### src/rtl/sim_ctrl_pkg.sv
// Shared types and signature helpers for the simulation run controller.
// Helpers work on a 64-bit carrier; callers truncate to their own data width.
package sim_ctrl_pkg;

   typedef enum logic [1:0] {StHold, StRun, StDone, StTimeout} run_state_e;

   localparam int unsigned MaxDataW = 64;
   localparam int unsigned MaxStrbW = MaxDataW / 8;

   function automatic logic [MaxDataW-1:0] byte_mask(input logic [MaxStrbW-1:0] wstrb);
      logic [MaxDataW-1:0] m;
      for (int i = 0; i < MaxStrbW; i++) begin
         m[i*8 +: 8] = {8{wstrb[i]}};
      end
      return m;
   endfunction

   // Rotate left by one within 'width' bits, then xor in the masked data.
   function automatic logic [MaxDataW-1:0] sig_step(input logic [MaxDataW-1:0] sig,
                                                    input logic [MaxDataW-1:0] masked,
                                                    input int unsigned        width);
      logic [MaxDataW-1:0] rot;
      rot = (sig << 1) | ((sig >> (width - 1)) & MaxDataW'(1));
      return rot ^ masked;
   endfunction

endpackage

### src/rtl/write_signature.sv
// Byte-masked rotate-xor signature register with enable and synchronous clear.
// Generic enough to also sign read data.
module write_signature
   import sim_ctrl_pkg::*;
#(
   parameter int unsigned DATA_W = 32
) (
   input  logic                clk,
   input  logic                resetn,
   input  logic                en,
   input  logic                clr,
   input  logic [DATA_W-1:0]   wdata,
   input  logic [DATA_W/8-1:0] wstrb,
   output logic [DATA_W-1:0]   sig
);

   logic [DATA_W-1:0] sig_q, sig_d;

   always_comb begin
      sig_d = sig_q;
      if (clr) begin
         sig_d = '0;
      end else if (en) begin
         sig_d = DATA_W'(sig_step(MaxDataW'(sig_q),
                                  MaxDataW'(wdata) & byte_mask(MaxStrbW'(wstrb)),
                                  DATA_W));
      end
   end

   always_ff @(posedge clk or negedge resetn) begin
      if (!resetn) sig_q <= '0;
      else         sig_q <= sig_d;
   end

   assign sig = sig_q;

endmodule

### src/rtl/sim_run_controller.sv
// Run controller: sequences the DUT reset release, bounds the run with a cycle
// budget and snoops the memory write port for completion and a write checksum.
module sim_run_controller
   import sim_ctrl_pkg::*;
#(
   parameter int unsigned       ADDR_W       = 32,
   parameter int unsigned       DATA_W       = 32,
   parameter int unsigned       RESET_CYCLES = 1,
   parameter int unsigned       MAX_CYCLES   = 500,
   parameter int unsigned       CNT_W        = 32,
   parameter logic [ADDR_W-1:0] DONE_ADDR    = 32'h1000_0000,
   parameter logic [DATA_W-1:0] PASS_VALUE   = 32'h0000_0001
) (
   input  logic                clk,
   input  logic                resetn,
   output logic                dut_resetn,
   input  logic                mem_valid,
   input  logic                mem_ready,
   input  logic [ADDR_W-1:0]   mem_addr,
   input  logic [DATA_W-1:0]   mem_wdata,
   input  logic [DATA_W/8-1:0] mem_wstrb,
   output logic                run_done,
   output logic                run_pass,
   output logic                run_timeout,
   output logic [CNT_W-1:0]    cycle_count,
   output logic [CNT_W-1:0]    write_count,
   output logic [DATA_W-1:0]   checksum
);

   localparam logic [CNT_W-1:0] HoldLast   = CNT_W'(RESET_CYCLES - 1);
   localparam logic [CNT_W-1:0] BudgetLast = CNT_W'(MAX_CYCLES - 1);

   run_state_e       state_q, state_d;
   logic [CNT_W-1:0] hold_q, hold_d;
   logic [CNT_W-1:0] cyc_q, cyc_d;
   logic [CNT_W-1:0] wcnt_q, wcnt_d;
   logic             done_q, done_d;
   logic             pass_q, pass_d;
   logic             to_q, to_d;
   logic             dut_rst_q, dut_rst_d;
   logic             wr_fire, done_wr, sig_en;

   assign wr_fire = mem_valid & mem_ready & (|mem_wstrb);
   assign done_wr = wr_fire & (mem_addr == DONE_ADDR);

   always_comb begin
      state_d   = state_q;
      hold_d    = hold_q;
      cyc_d     = cyc_q;
      wcnt_d    = wcnt_q;
      done_d    = done_q;
      pass_d    = pass_q;
      to_d      = to_q;
      dut_rst_d = dut_rst_q;
      sig_en    = 1'b0;
      unique case (state_q)
         StHold: begin
            hold_d = (hold_q == '1) ? hold_q : hold_q + 1'b1;
            if (hold_q == HoldLast) begin
               state_d   = StRun;
               dut_rst_d = 1'b1;
            end
         end
         StRun: begin
            cyc_d = (cyc_q == '1) ? cyc_q : cyc_q + 1'b1;
            if (wr_fire) begin
               wcnt_d = (wcnt_q == '1) ? wcnt_q : wcnt_q + 1'b1;
               sig_en = 1'b1;
            end
            // A done write on the last budget cycle takes priority over timeout.
            if (done_wr) begin
               state_d = StDone;
               done_d  = 1'b1;
               pass_d  = (mem_wdata == PASS_VALUE);
            end else if (cyc_q == BudgetLast) begin
               state_d = StTimeout;
               done_d  = 1'b1;
               to_d    = 1'b1;
            end
         end
         StDone, StTimeout: ;
         default: state_d = StHold;
      endcase
   end

   always_ff @(posedge clk or negedge resetn) begin
      if (!resetn) begin
         state_q   <= StHold;
         hold_q    <= '0;
         cyc_q     <= '0;
         wcnt_q    <= '0;
         done_q    <= 1'b0;
         pass_q    <= 1'b0;
         to_q      <= 1'b0;
         dut_rst_q <= 1'b0;
      end else begin
         state_q   <= state_d;
         hold_q    <= hold_d;
         cyc_q     <= cyc_d;
         wcnt_q    <= wcnt_d;
         done_q    <= done_d;
         pass_q    <= pass_d;
         to_q      <= to_d;
         dut_rst_q <= dut_rst_d;
      end
   end

   write_signature #(
      .DATA_W(DATA_W)
   ) u_sig (
      .clk   (clk),
      .resetn(resetn),
      .en    (sig_en),
      .clr   (state_q == StHold),
      .wdata (mem_wdata),
      .wstrb (mem_wstrb),
      .sig   (checksum)
   );

   assign dut_resetn  = dut_rst_q;
   assign run_done    = done_q;
   assign run_pass    = pass_q;
   assign run_timeout = to_q;
   assign cycle_count = cyc_q;
   assign write_count = wcnt_q;

endmodule
### config.mk
export PLATFORM = sky130hd
export DESIGN_NAME = sim_run_controller
export DESIGN_NICKNAME = d
export VERILOG_FILES = /design/src/rtl/sim_ctrl_pkg.sv /design/src/rtl/write_signature.sv /design/src/rtl/sim_run_controller.sv
export SDC_FILE = /design/constraint.sdc
export NUM_CORES = 1
export LEC_CHECK = 0
export ABC_AREA = 1
export BUFFER_PORTS_ARGS = -buffer_cell sky130_fd_sc_hd__buf_2
export CORE_ASPECT_RATIO = 1.1
export CORE_MARGIN = 3
export CORE_UTILIZATION = 55
export DETAILED_ROUTE_END_ITERATION = 16
export GPL_ROUTABILITY_DRIVEN = 0
export PLACE_DENSITY_LB_ADDON = 0.08
export REMOVE_ABC_BUFFERS = 1
export SLEW_MARGIN = 20
export SYNTH_ARGS = -nofsm -noshare
export SYNTH_HDL_FRONTEND = slang
export SYNTH_SLANG_ARGS = --single-unit
### constraint.sdc
create_clock -name clk -period 2.1 [get_ports clk]
set_input_delay 0.21 -clock clk [delete_from_list [all_inputs] [get_ports clk]]
set_output_delay 0.21 -clock clk [all_outputs]
set_load 0.05 [all_outputs]
# After elaboration in Yosys (flattened, before gate mapping)

Index checks and enable logic that the tools add are counted.

Flip-flop bits (word level): 134
Bits in latches: 0
Bits in writable memories: 0
Bits in read-only memories: 0
Input bits: 72
Memories kept: 0

$add $sub $neg: 3
Multiply operators: 0
Div/mod/pow operators: 0
Magnitude comparators: 0
Equality and inequality tests: 9
Shift operators: 0
Multiplexer cells: 10
Bitwise gates (word level): 10
Reductions and logical operators: 14

Operators by type and width:

| operator                                                                | number |
|---|---|
| 32-bit by 1-bit adder with 32-bit output, second input constant         | 3 |
| 32-bit equality test, second input constant                             | 3 |
| 32-bit 2-to-1 mux                                                       | 2 |
| 32-bit AND                                                              | 1 |
| 32-bit by 1-bit equality test with 1-bit output, second input constant  | 1 |
| 32-bit by 29-bit equality test with 1-bit output, second input constant | 1 |
| 32-bit by 9-bit equality test with 1-bit output, second input constant  | 1 |
| 32-bit logical NOT                                                      | 1 |
| 32-bit by 1-bit OR with 32-bit output                                   | 1 |
| 32-bit bitwise XOR                                                      | 1 |
| 2-bit AND reduction                                                     | 5 |
| 3-bit AND reduction                                                     | 3 |
| 2-bit 2-to-1 mux                                                        | 3 |
| 2-bit nonzero test                                                      | 3 |
| 1-bit 2-to-1 mux                                                        | 4 |
| 1-bit inverter                                                          | 4 |
| 2-bit case mux with 2 select lines                                      | 1 |
| 4-bit OR reduction                                                      | 1 |
| 1-bit AND                                                               | 3 |
| 3-bit inequality test, second input constant                            | 1 |
| 2-bit by 1-bit equality test with 1-bit output, second input constant   | 1 |
| 2-bit logical NOT                                                       | 1 |
| 2-bit inequality test, second input constant                            | 1 |

# Logic depth before layout (Yosys ltp)

Gate-level depths: netlist of run 1.

Word-level depth: 6
Depth in mapped cells: 13
Mapped depth without buffers: 11

# By module

Synthesis of run 1 repeated with hierarchy kept, for this count alone.

Cell total of the unflattened synthesis: 1406
Area, all modules: 9113.7 sq um

By module, submodules not included:

| module             | instances | cells an instance | area an instance (sq um) | seq. area each (sq um) |
|---|---|---|---|---|
| sim_run_controller | 1         | 1133              | 7247.0                   | 2552.4 |
| write_signature    | 1         | 273               | 1866.8                   | 800.8 |

# Least setup slack after synthesis of run 1

OpenSTA, ideal clock, no wires.

Path type: register to register
Start point: register wcnt_q[0], in the netlist write_count[0]
End point: register wcnt_q[13], in the netlist write_count[13]
Data arrival time: 1.963 ns
Data required time: 1.982 ns
Path slack: 0.019 ns
Stages on the path, launching flop included: 13
Clock period less this slack: 2.081 ns
Path through: dfrtp_1 > ha_1 > buf_4 > inv_2 > nor2_4 > nand2_2 > nor2_4 > nand3_4 > nand2_4 > inv_4 > buf_6 > nand2_1 > nand2_1

Longest elaborated chain between the ends: 3
Elaborated cells on any way between the ends: 4
Classes of those cells: add/sub (1); eq/ne (1); bitwise (1); reduce/logical (1)

RTL lines:

| element                                                                                          | RTL line                  | source |
|---|---|---|
| start: declaration                                                                               | sim_run_controller.sv:36  | `logic [CNT_W-1:0] wcnt_q, wcnt_d;` |
| start signal: assignment                                                                         | sim_run_controller.sv:100 | `wcnt_q <= wcnt_d;` |
| parallel branches: the longest is 3 deep, another holds 32-bit by 1-bit adder with 32-bit output | n/a                       |  |

Several ways; the timed one is not identified.
A chain may end at the register's enable or synchronous reset.

# Worst setup path after layout of run 1

Start point: register cyc_q[1], in the netlist cycle_count[1]
End point: register cyc_q[8], in the netlist cycle_count[8]

Longest elaborated chain between the ends: 3
Elaborated cells on any way between the ends: 4
Classes of those cells: add/sub (1); eq/ne (1); bitwise (1); reduce/logical (1)

RTL lines:

| element                                                                                          | RTL line                 | source |
|---|---|---|
| start: declaration                                                                               | sim_run_controller.sv:35 | `logic [CNT_W-1:0] cyc_q, cyc_d;` |
| start signal: assignment                                                                         | sim_run_controller.sv:99 | `cyc_q <= cyc_d;` |
| parallel branches: the longest is 3 deep, another holds 32-bit by 1-bit adder with 32-bit output | n/a                      |  |

Several ways; the timed one is not identified.

==> results of run 1 <==
==> worst reg2reg max path, stage by stage (launching register included) <==
cell     delay [ns]
dfrtp_1        0.40
ha_1           0.19
nand3_1        0.15
inv_2          0.13
nand2_2        0.08
nor2_1         0.11
nand2_1        0.07
nand2_2        0.17
inv_2          0.15
buf_4          0.21
nand2_1        0.07
o21ai_1        0.07
==> sequential cells by signal, summed over array words and instances, names as in the netlist <==
signal	count
cycle_count	32
hold_q	32
u_sig.sig	32
write_count	32
state_q	2
dut_resetn	1
run_done	1
run_pass	1
run_timeout	1
==> worst paths after layout <==
check / from / end / slack [ns]
max: cycle_count[1] / cycle_count[8] / 0.18
min: mem_wdata[12] / u_sig.sig[12] / 0.15
max reg2reg: cycle_count[1] / cycle_count[8] / 0.18
min reg2reg: dut_resetn / dut_resetn / 0.46
max in group asynchronous: resetn / write_count[28] / 1.24
min in group asynchronous: resetn / hold_q[5] / 0.26
==> cells by family (layout without fill, tap and decap cells) <==
| kind of cell | count (synthesis) | in the layout | synth area share |
|---|---|---|---|
| adder cells (fa/ha/maj) | 4 | 4 | 0.00574 |
| XOR/XNOR | 75 | 75 | 0.0754 |
| AO/OA/AOI/OAI | 56 | 56 | 0.0325 |
| buffers and inverters | 95 | 293 | 0.0533 |
| AND/OR/NAND/NOR | 939 | 939 | 0.448 |
| flip-flops | 134 | 134 | 0.385 |
==> area by class of cell <==
| cell class | instances | area, um2 |
|---|---|---|
| Multi-Input combinational cell | 1074 | 4890 |
| Clock buffer | 21 | 460 |
| Tap cell | 196 | 245 |
| Inverter | 64 | 249 |
| Sequential cell | 134 | 3350 |
| Timing Repair Buffer | 197 | 1110 |
| Clock inverter | 11 | 173 |
| Fill cell | 1380 | 4800 |
==> routing by layer <==
metal / GRT usage / wire length (um) / vias to the layer above
li1: - / - / 4427
met1: 0.350 / 10100 / 4027
met3: 0.0513 / 1340 / 47
met2: 0.448 / 11400 / 301
met4: 0.0853 / 557 / 0
met5: 0 / 0 / -
==> cells in the final DEF, fill, tap and decap left out, types with 2 or more instances in the layout <==
| master | instances |
|---|---|
| a21oi_1 | 2 |
| and2_1 | 2 |
| buf_12 | 4 |
| buf_2 | 170 |
| buf_4 | 21 |
| bufinv_16 | 4 |
| clkbuf_1 | 2 |
| clkbuf_16 | 17 |
| clkbuf_8 | 2 |
| clkinv_2 | 2 |
| clkinvlp_4 | 4 |
| dfrtp_1 | 134 |
| ha_1 | 4 |
| inv_1 | 56 |
| inv_2 | 5 |
| inv_6 | 2 |
| nand2_1 | 573 |
| nand2_2 | 16 |
| nand2_4 | 3 |
| nand3_1 | 62 |
| nand3b_1 | 30 |
| nand4_1 | 14 |
| nor2_1 | 223 |
| nor2_2 | 7 |
| nor2_4 | 4 |
| o21ai_0 | 39 |
| o21ai_1 | 14 |
| xnor2_1 | 14 |
| xor2_1 | 61 |
==> metrics by stage <==
step	instances	cell area [um2]	total power, W	hold slack (ns)
after floorplan	1272	8500	0.00268	-0.0856
after global placement	1664	9840	0.00283	0.150
after detailed placement	1664	9840	0.00283	0.148
after CTS	1697	10500	0.00604	0.146
after global routing	1697	10500	0.00619	0.167
final	1697	10500	0.00601	0.148
==> repair_timing <==
item,CTS,global route
hold endpoints to repair,38,0
hold buffers,1,0
resized for setup,0,0
==> where the power goes <==
group	internal [W]	switching [W]	leakage, nW	total (W)
registers	0.00258	0	1.86	0.00258
logic	0.0000842	0.000118	3.13	0.000202
clock network	0.00205	0.00117	0.296	0.00323
total	0.00472	0.00129	5.28	0.00601
==> metrics.md, run 1 <==
| Metric | Value |
|---|---|
| Wire length per cell | 13.8 um |
| Detailed-route via count | 8802 |
| Slew @ Worst Pin | 0.582 ns |
| Pwr dens | 573 nW/um2 |
| Area delta synth->final | 20.4% |
| Post-synth cell types | 32 |
| DRC violations left | 0 |
| Starting DRT DRC Count | 671 |
| Pre-antenna DRT Iters | 5 |
| Final hold violations | 0 |
| PortBufs | 171 |
| Synth area leader | dfrtp_1 |
| Number of I/O pins | 172 |
| Syn Inst Count | 1303 |
| Period utilisation layout | 0.913 |
| WP data arrival | 2.22 ns |
| Vias in the first global route | 8275 |
| Util after Layout | 0.686 |
| Starting Density | 0.570 |
| CP delay by family, top | simple AND/OR/NAND/NOR gates |
| Number of max-cap violations | 0 |
| N_diodes | 0 |
| Fmax | 0.522 GHz |
| Ranking of synthesized cells by area | dfrtp_1 (38%), nand2_1 (25%), nor2_1 (9.6%) |
| WS Path Type | flip-flop to flip-flop |
| Hold Crit Class | primary input to flip-flop |
| Worst R2R Path Depth | 11 |
| Slowest CP cell | dfrtp_1 |
| Die Area | 17400 um2 |
| Post-DRT Antenna Nets | 0 |
| Antenna violations before repair | 0 |
| Number of synthesized register bits | 134 |
| Outcome | complete, no violations |
| EDFF count, synth | 0 |
| Clock Root Buffer | clkbuf_16 |
| Syn avg cell area | 6.69 um2 |
| Most common cell in the netlist | nand2_1 |
| # setup viols final | 0 |
| Critical Path RT | 2.41 ns |
| Core area | 15300 um2 |
| Crit-path max FO | 13 |
| Yosys warning total | 0 |
| TritonCTS Sinks | 134 |
| Top_reg_cell synth | dfrtp_1 |
| Die width | 126 um |
| Post-CTS Setup Inserts | 0 |
| Synthesized cell area | 8710 um2 |
| Setup Slack @ Placement | 0.211 ns |
| Buffers plus inverters on the worst setup path | 3 |
| Top post-synthesis cells by count | nand2_1 (573), nor2_1 (223), dfrtp_1 (134), nand3_1 (62), xor2_1 (61) |
| Min Clock Period, post-route | 1.92 ns |
| Clk Latency, worst-skew pair | 0.43 ns |
| CP Capture Type | flip-flop |
| Clock transition at path regs | 0.06 ns |
| Crit start category | flip-flop |
| RSZ-0062 raised after global routing | false |
| TritonCTS Buffers | 17 |
| Seq/Total Area, Yosys | 0.385 |
| Net count, final | 1564 |
| Clk_skew | 0.0101 ns |
| Placement Rows | 47 |
| Hold Path Depth | 4 |
| Max incr delay on CP | 0.40 ns |
| Worst IR Drop VDD | 0.000642 V |
| Max Slew Vio Count | 0 |
| Clock Path Buffers | 2 |
| Worst path cell trace | ha_1 -> nand3_1 -> inv_2 -> nand2_2 -> nor2_1 -> nand2_1 -> nand2_2 -> inv_2 -> buf_4 -> nand2_1 -> o21ai_1 |
| H-tree depth | 4 |
| DIE HEIGHT | 138 um |
| Fin Setup TNS | 0 ns |
| Share of cells above drive strength 1 | 0.178 |
| Gr usage total | 0.267 |
| Yosys top cell area share | 0.385 |
| Lkg Pwr | 5.28 nW |
| Final worst slack | 0.183 ns |
| Drt total wl | 23.3 mm |
| Largest net degree at the start of global routing | 65 |
| Slew headroom | 0.612 |
| Dpl hpwl | 17.4 mm |
| Number of cells on the critical path | 11 |
| Async S/R FF share, synth | 1.00 |
| CTS tree | yes |
| GRT overflow | 0 |
| First-pass GRT wire length | 39.0 mm |
| Via/cell ratio | 5.19 |
(Power assumes the default switching activity.)
==> run 2: changes to the inputs <==
--- a/config.mk
+++ b/config.mk
@@ -9,7 +9,7 @@
 export BUFFER_PORTS_ARGS = -buffer_cell sky130_fd_sc_hd__buf_2
 export CORE_ASPECT_RATIO = 1.1
 export CORE_MARGIN = 3
-export CORE_UTILIZATION = 55
+export CORE_UTILIZATION = 54
 export DETAILED_ROUTE_END_ITERATION = 16
 export GPL_ROUTABILITY_DRIVEN = 0
 export PLACE_DENSITY_LB_ADDON = 0.08
==> metrics.md, run 2 (same netlist as run 1, synthesis figures left out) <==
| Metric | Value |
|---|---|
| Number of max-cap violations | 0 |
| Die width | 127 um |
| Clk Latency, worst-skew pair | 0.43 ns |
| Drt total wl | 23.2 mm |
| DIE HEIGHT | 139 um |
| Starting Density | 0.554 |
| Outcome | complete, no violations |
| WP data arrival | 2.18 ns |
| GRT overflow | 0 |
| Min Clock Period, post-route | 1.87 ns |
| Final hold violations | 0 |
| Largest net degree at the start of global routing | 65 |
| Core area | 15700 um2 |
| Worst IR Drop VDD | 0.000606 V |
| Placement Rows | 48 |
| # setup viols final | 0 |
| Period utilisation layout | 0.889 |
| Area delta synth->final | 19.1% |
| Dpl hpwl | 17.6 mm |
| Pwr dens | 553 nW/um2 |
| WS Path Type | flip-flop to flip-flop |
| Slew @ Worst Pin | 0.597 ns |
| Clock transition at path regs | 0.06 ns |
| RSZ-0062 raised after global routing | false |
| Antenna violations before repair | 0 |
| TritonCTS Buffers | 17 |
| Starting DRT DRC Count | 543 |
| Crit start category | flip-flop |
| Share of cells above drive strength 1 | 0.175 |
| Pre-antenna DRT Iters | 5 |
| Post-cts sizing count | 0 |
| CTS tree | yes |
| Cell area after layout | 10400 um2 |
| Fmax | 0.536 GHz |
| Fin Hold WS | 0.150 ns |
| DRC violations left | 0 |
| Die Area | 17700 um2 |
| Slowest CP cell | dfrtp_1 |
| CP Capture Type | flip-flop |
| Lkg Pwr | 5.22 nW |
| Slew headroom | 0.602 |
| Max incr delay on CP | 0.42 ns |
| PortBufs | 171 |
| Dpl cell area | 9780 um2 |
| N_diodes | 0 |
| Via/cell ratio | 5.10 |
| Fin Setup TNS | 0 ns |
| Detailed-route via count | 8641 |
| Post-DRT Antenna Nets | 0 |
| Number of I/O pins | 172 |
| H-tree depth | 4 |
| Hold Crit Class | primary input to flip-flop |
| Crit-path max FO | 28 |
| Max Slew Vio Count | 0 |
| First-pass GRT wire length | 38.6 mm |
| CTS Hold Bufs | 1 |
| Gr usage total | 0.266 |
| Wire length per cell | 13.7 um |
| Post-CTS Setup Inserts | 0 |
| Vias in the first global route | 8086 |
| Clk_skew | 0.0128 ns |
| TritonCTS Sinks | 134 |
| Worst path cell trace | ha_1 -> inv_1 -> nor2_4 -> nand2_4 -> nor2_4 -> nand2_4 -> nand2_8 -> inv_6 -> nand2_1 -> nand2_1 |
| Commonest non-fill, non-tap cell in the layout | nand2_1 |
| Critical Path RT | 2.42 ns |
| Clock Path Buffers | 2 |
| Util after Layout | 0.660 |
| Highest-count cells in the layout ignoring fill and taps | nand2_1 (573), nor2_1 (223), buf_2 (170), dfrtp_1 (134), nand3_1 (62) |
| Clock Root Buffer | clkbuf_16 |
| Net count, final | 1557 |
## run 2: metrics by stage
step | worst slack [ns] | power [W] | instances
after global placement | 0.302 | 0.00283 | 1661
after detailed placement | 0.246 | 0.00283 | 1661
after floorplan | -0.164 | 0.00268 | 1272
final | 0.233 | 0.00574 | 1694
after CTS | 0.235 | 0.00581 | 1694
after global routing | 0.0630 | 0.00595 | 1694
## run 2: where the power goes
| group | internal (W) | leakage (nW) | switching, W |
|---|---|---|---|
| clock | 0.00180 | 0.282 | 0.00116 |
| sequential | 0.00258 | 1.86 | 0 |
| combinational | 0.0000826 | 3.08 | 0.000117 |
## run 2: final cells by class
type | instances | area, um2
Sequential cell | 134 | 3350
Tap cell | 200 | 250
Fill cell | 1461 | 5360
Multi-Input combinational cell | 1074 | 4890
Clock inverter | 12 | 129
Timing Repair Buffer | 190 | 1040
Inverter | 64 | 249
Clock buffer | 20 | 457
## run 2: worst max-delay path: cells and delay by family (launching register included)
family / cells / cell delay (ns)
buffers and inverters: 2 / 0.22
and+or+nand+nor: 7 / 0.87
adders and majority gates: 1 / 0.23
DFF: 1 / 0.42
## run 2: path summary, 6_finish.rpt
kind	startpoint	end	depth (start not counted)	slack (ns)
worst max-delay path	hold_q[0]	hold_q[4]	10	0.23
min in group asynchronous	resetn	hold_q[5]	2	0.32
worst min register to register	run_done	run_done	2	0.46
worst min-delay path	mem_wdata[14]	u_sig.sig[14]	4	0.15
max in group asynchronous	resetn	cycle_count[1]	3	1.02
worst max register to register	hold_q[0]	hold_q[4]	10	0.23
## run 2: per-layer routing
layer | part of all wire | routed length, um | vias up | global-route usage
met3 | 0.051 | 1190 | 50 | 0.0488
met2 | 0.48 | 11200 | 240 | 0.439
met5 | 0 | 0 | - | 0
met1 | 0.44 | 10300 | 3933 | 0.352
li1 | - | - | 4418 | -
met4 | 0.025 | 582 | 0 | 0.0909
==> run 3: changes to the inputs <==
--- a/config.mk
+++ b/config.mk
@@ -14,6 +14,7 @@
 export GPL_ROUTABILITY_DRIVEN = 0
 export PLACE_DENSITY_LB_ADDON = 0.08
 export REMOVE_ABC_BUFFERS = 1
+export SETUP_SLACK_MARGIN = 0.3
 export SLEW_MARGIN = 20
 export SYNTH_ARGS = -nofsm -noshare
 export SYNTH_HDL_FRONTEND = slang
==> metrics.md, run 3 (same netlist as run 1, synthesis figures left out) <==
| Metric | Value |
|---|---|
| Outcome | complete, no violations |
| Hold Crit Class | primary input to flip-flop |
| First-pass GRT wire length | 38.9 mm |
| Pwr dens | 546 nW/um2 |
| Worst R2R Path Depth | 10 |
| DRC violations left | 0 |
| CTS tree | yes |
| Critical Path RT | 2.41 ns |
| Vias in the first global route | 8110 |
| Share of cells above drive strength 1 | 0.190 |
| Starting DRT DRC Count | 535 |
| Core area | 15700 um2 |
| Number of I/O pins | 172 |
| Fmax | 0.581 GHz |
| Detailed-route via count | 8716 |
| RSZ-0062 raised after global routing | true |
| Cell area after layout | 10500 um2 |
| Via/cell ratio | 5.10 |
| Gr usage total | 0.268 |
| Util after Layout | 0.670 |
| DIE HEIGHT | 139 um |
| Hold Startpoint | mem_wdata[14] |
| Clock Root Buffer | clkbuf_16 |
| Period utilisation layout | 0.820 |
| Highest-count cells in the layout ignoring fill and taps | nand2_1 (573), nor2_1 (218), buf_2 (170), dfrtp_1 (130) |
| GRT overflow | 0 |
| Fin Setup TNS | 0 ns |
| Clock transition at path regs | 0.06 ns |
| Slew @ Worst Pin | 0.601 ns |
| Pre-antenna DRT Iters | 6 |
| Lkg Pwr | 5.27 nW |
| Starting Density | 0.554 |
| Post-DRT Antenna Nets | 0 |
| Clock Path Buffers | 2 |
| Die width | 127 um |
| Clk_skew | 0.0151 ns |
| Min Clock Period, post-route | 1.72 ns |
| TritonCTS Sinks | 134 |
| PortBufs | 171 |
| WP data arrival | 2.03 ns |
| Final hold violations | 0 |
| Worst flop-to-flop path endpoint | hold_q[26] |
| Net count, final | 1571 |
| Wire length per cell | 13.8 um |
| Dpl cell area | 9780 um2 |
| Hold path endpoint | u_sig.sig[14] |
| Worst IR Drop VDD | 0.000608 V |
| CP Launch Point | hold_q[1] |
| Largest net degree at the start of global routing | 65 |
| Flop-to-flop setup slack | 0.38 ns |
| Placement Rows | 48 |
| Max Slew Vio Count | 0 |
| Clk Latency, worst-skew pair | 0.43 ns |
| Number of max-cap violations | 0 |
| H-tree depth | 4 |
| Fillers | 1449 |
| # setup viols final | 0 |
| Die Area | 17700 um2 |
| WS Path Type | flip-flop to flip-flop |
| Total power | 0.00576 W |
| TritonCTS Buffers | 17 |
| N_diodes | 0 |
| Slew headroom | 0.599 |
| CP Capture Type | flip-flop |
| Dpl hpwl | 17.6 mm |
| Area delta synth->final | 21.0% |
| Crit-path max FO | 25 |
| Hold Path Depth | 4 |
| Worst R2R Start | hold_q[1] |
| Commonest non-fill, non-tap cell in the layout | nand2_1 |
| Crit start category | flip-flop |
| Antenna violations before repair | 0 |
| Drt total wl | 23.7 mm |
-- run 3: routing by layer --
| metal | track usage | part of all wire |
|---|---|---|
| met1 | 0.355 | 0.45 |
| met2 | 0.444 | 0.48 |
| met3 | 0.0480 | 0.048 |
| met4 | 0.0887 | 0.024 |
| met5 | 0 | 0 |
-- run 3: where the power goes --
part / switching (W) / internal [W] / total, W
Clock: 0.00117 / 0.00181 / 0.00297
Combinational: 0.000117 / 0.0000826 / 0.000200
Sequential: 0 / 0.00258 / 0.00258
Total: 0.00129 / 0.00447 / 0.00576
-- run 3: area by class of cell --
class	count	area, um2	area share
Timing Repair Buffer	203	1150	0.109
Clock buffer	20	457	0.0433
Inverter	64	251	0.0239
Multi-Input combinational cell	1075	4950	0.469
Sequential cell	134	3360	0.319
Tap cell	200	250	0.0237
Clock inverter	12	129	0.0122
-- run 3: worst max-delay path, cell delays in order, from the launching register on --
cell     delay (ns)
dfrtp_1        0.39
ha_2           0.22
inv_1          0.07
nor2_4         0.16
nand2_4        0.10
nor2_4         0.16
nand2_4        0.11
nand2_8        0.13
inv_6          0.11
nand2_1        0.08
nand2_1        0.05
-- run 3: stage by stage --
stage / worst slack, ns / std cells / hold slack (ns)
2_1_floorplan: -0.164 / 1272 / -0.0856
3_3_place_gp: 0.302 / 1661 / 0.228
3_5_place_dp: 0.246 / 1661 / 0.229
4_1_cts: 0.305 / 1696 / 0.143
5_1_grt: 0.254 / 1708 / 0.173
6_report: 0.377 / 1708 / 0.150
-- run 3: worst max-delay path by stage --
stage                      endpoint  depth (start not counted)
finish                   hold_q[26]                         10
detailed placement       hold_q[20]                         10
CTS                  cycle_count[8]                         11
global route         cycle_count[6]                         10
floorplan           cycle_count[24]                         10
global placement         hold_q[20]                         10
-- run 3: timing repair --
item	CTS	global route
hold endpoints to repair	59	0
gates resized for setup	1	17
cloned	1	0
setup endpoints to repair	52	86
hold buffers	1	0
pin swaps	1	4
buffers inserted	1	12
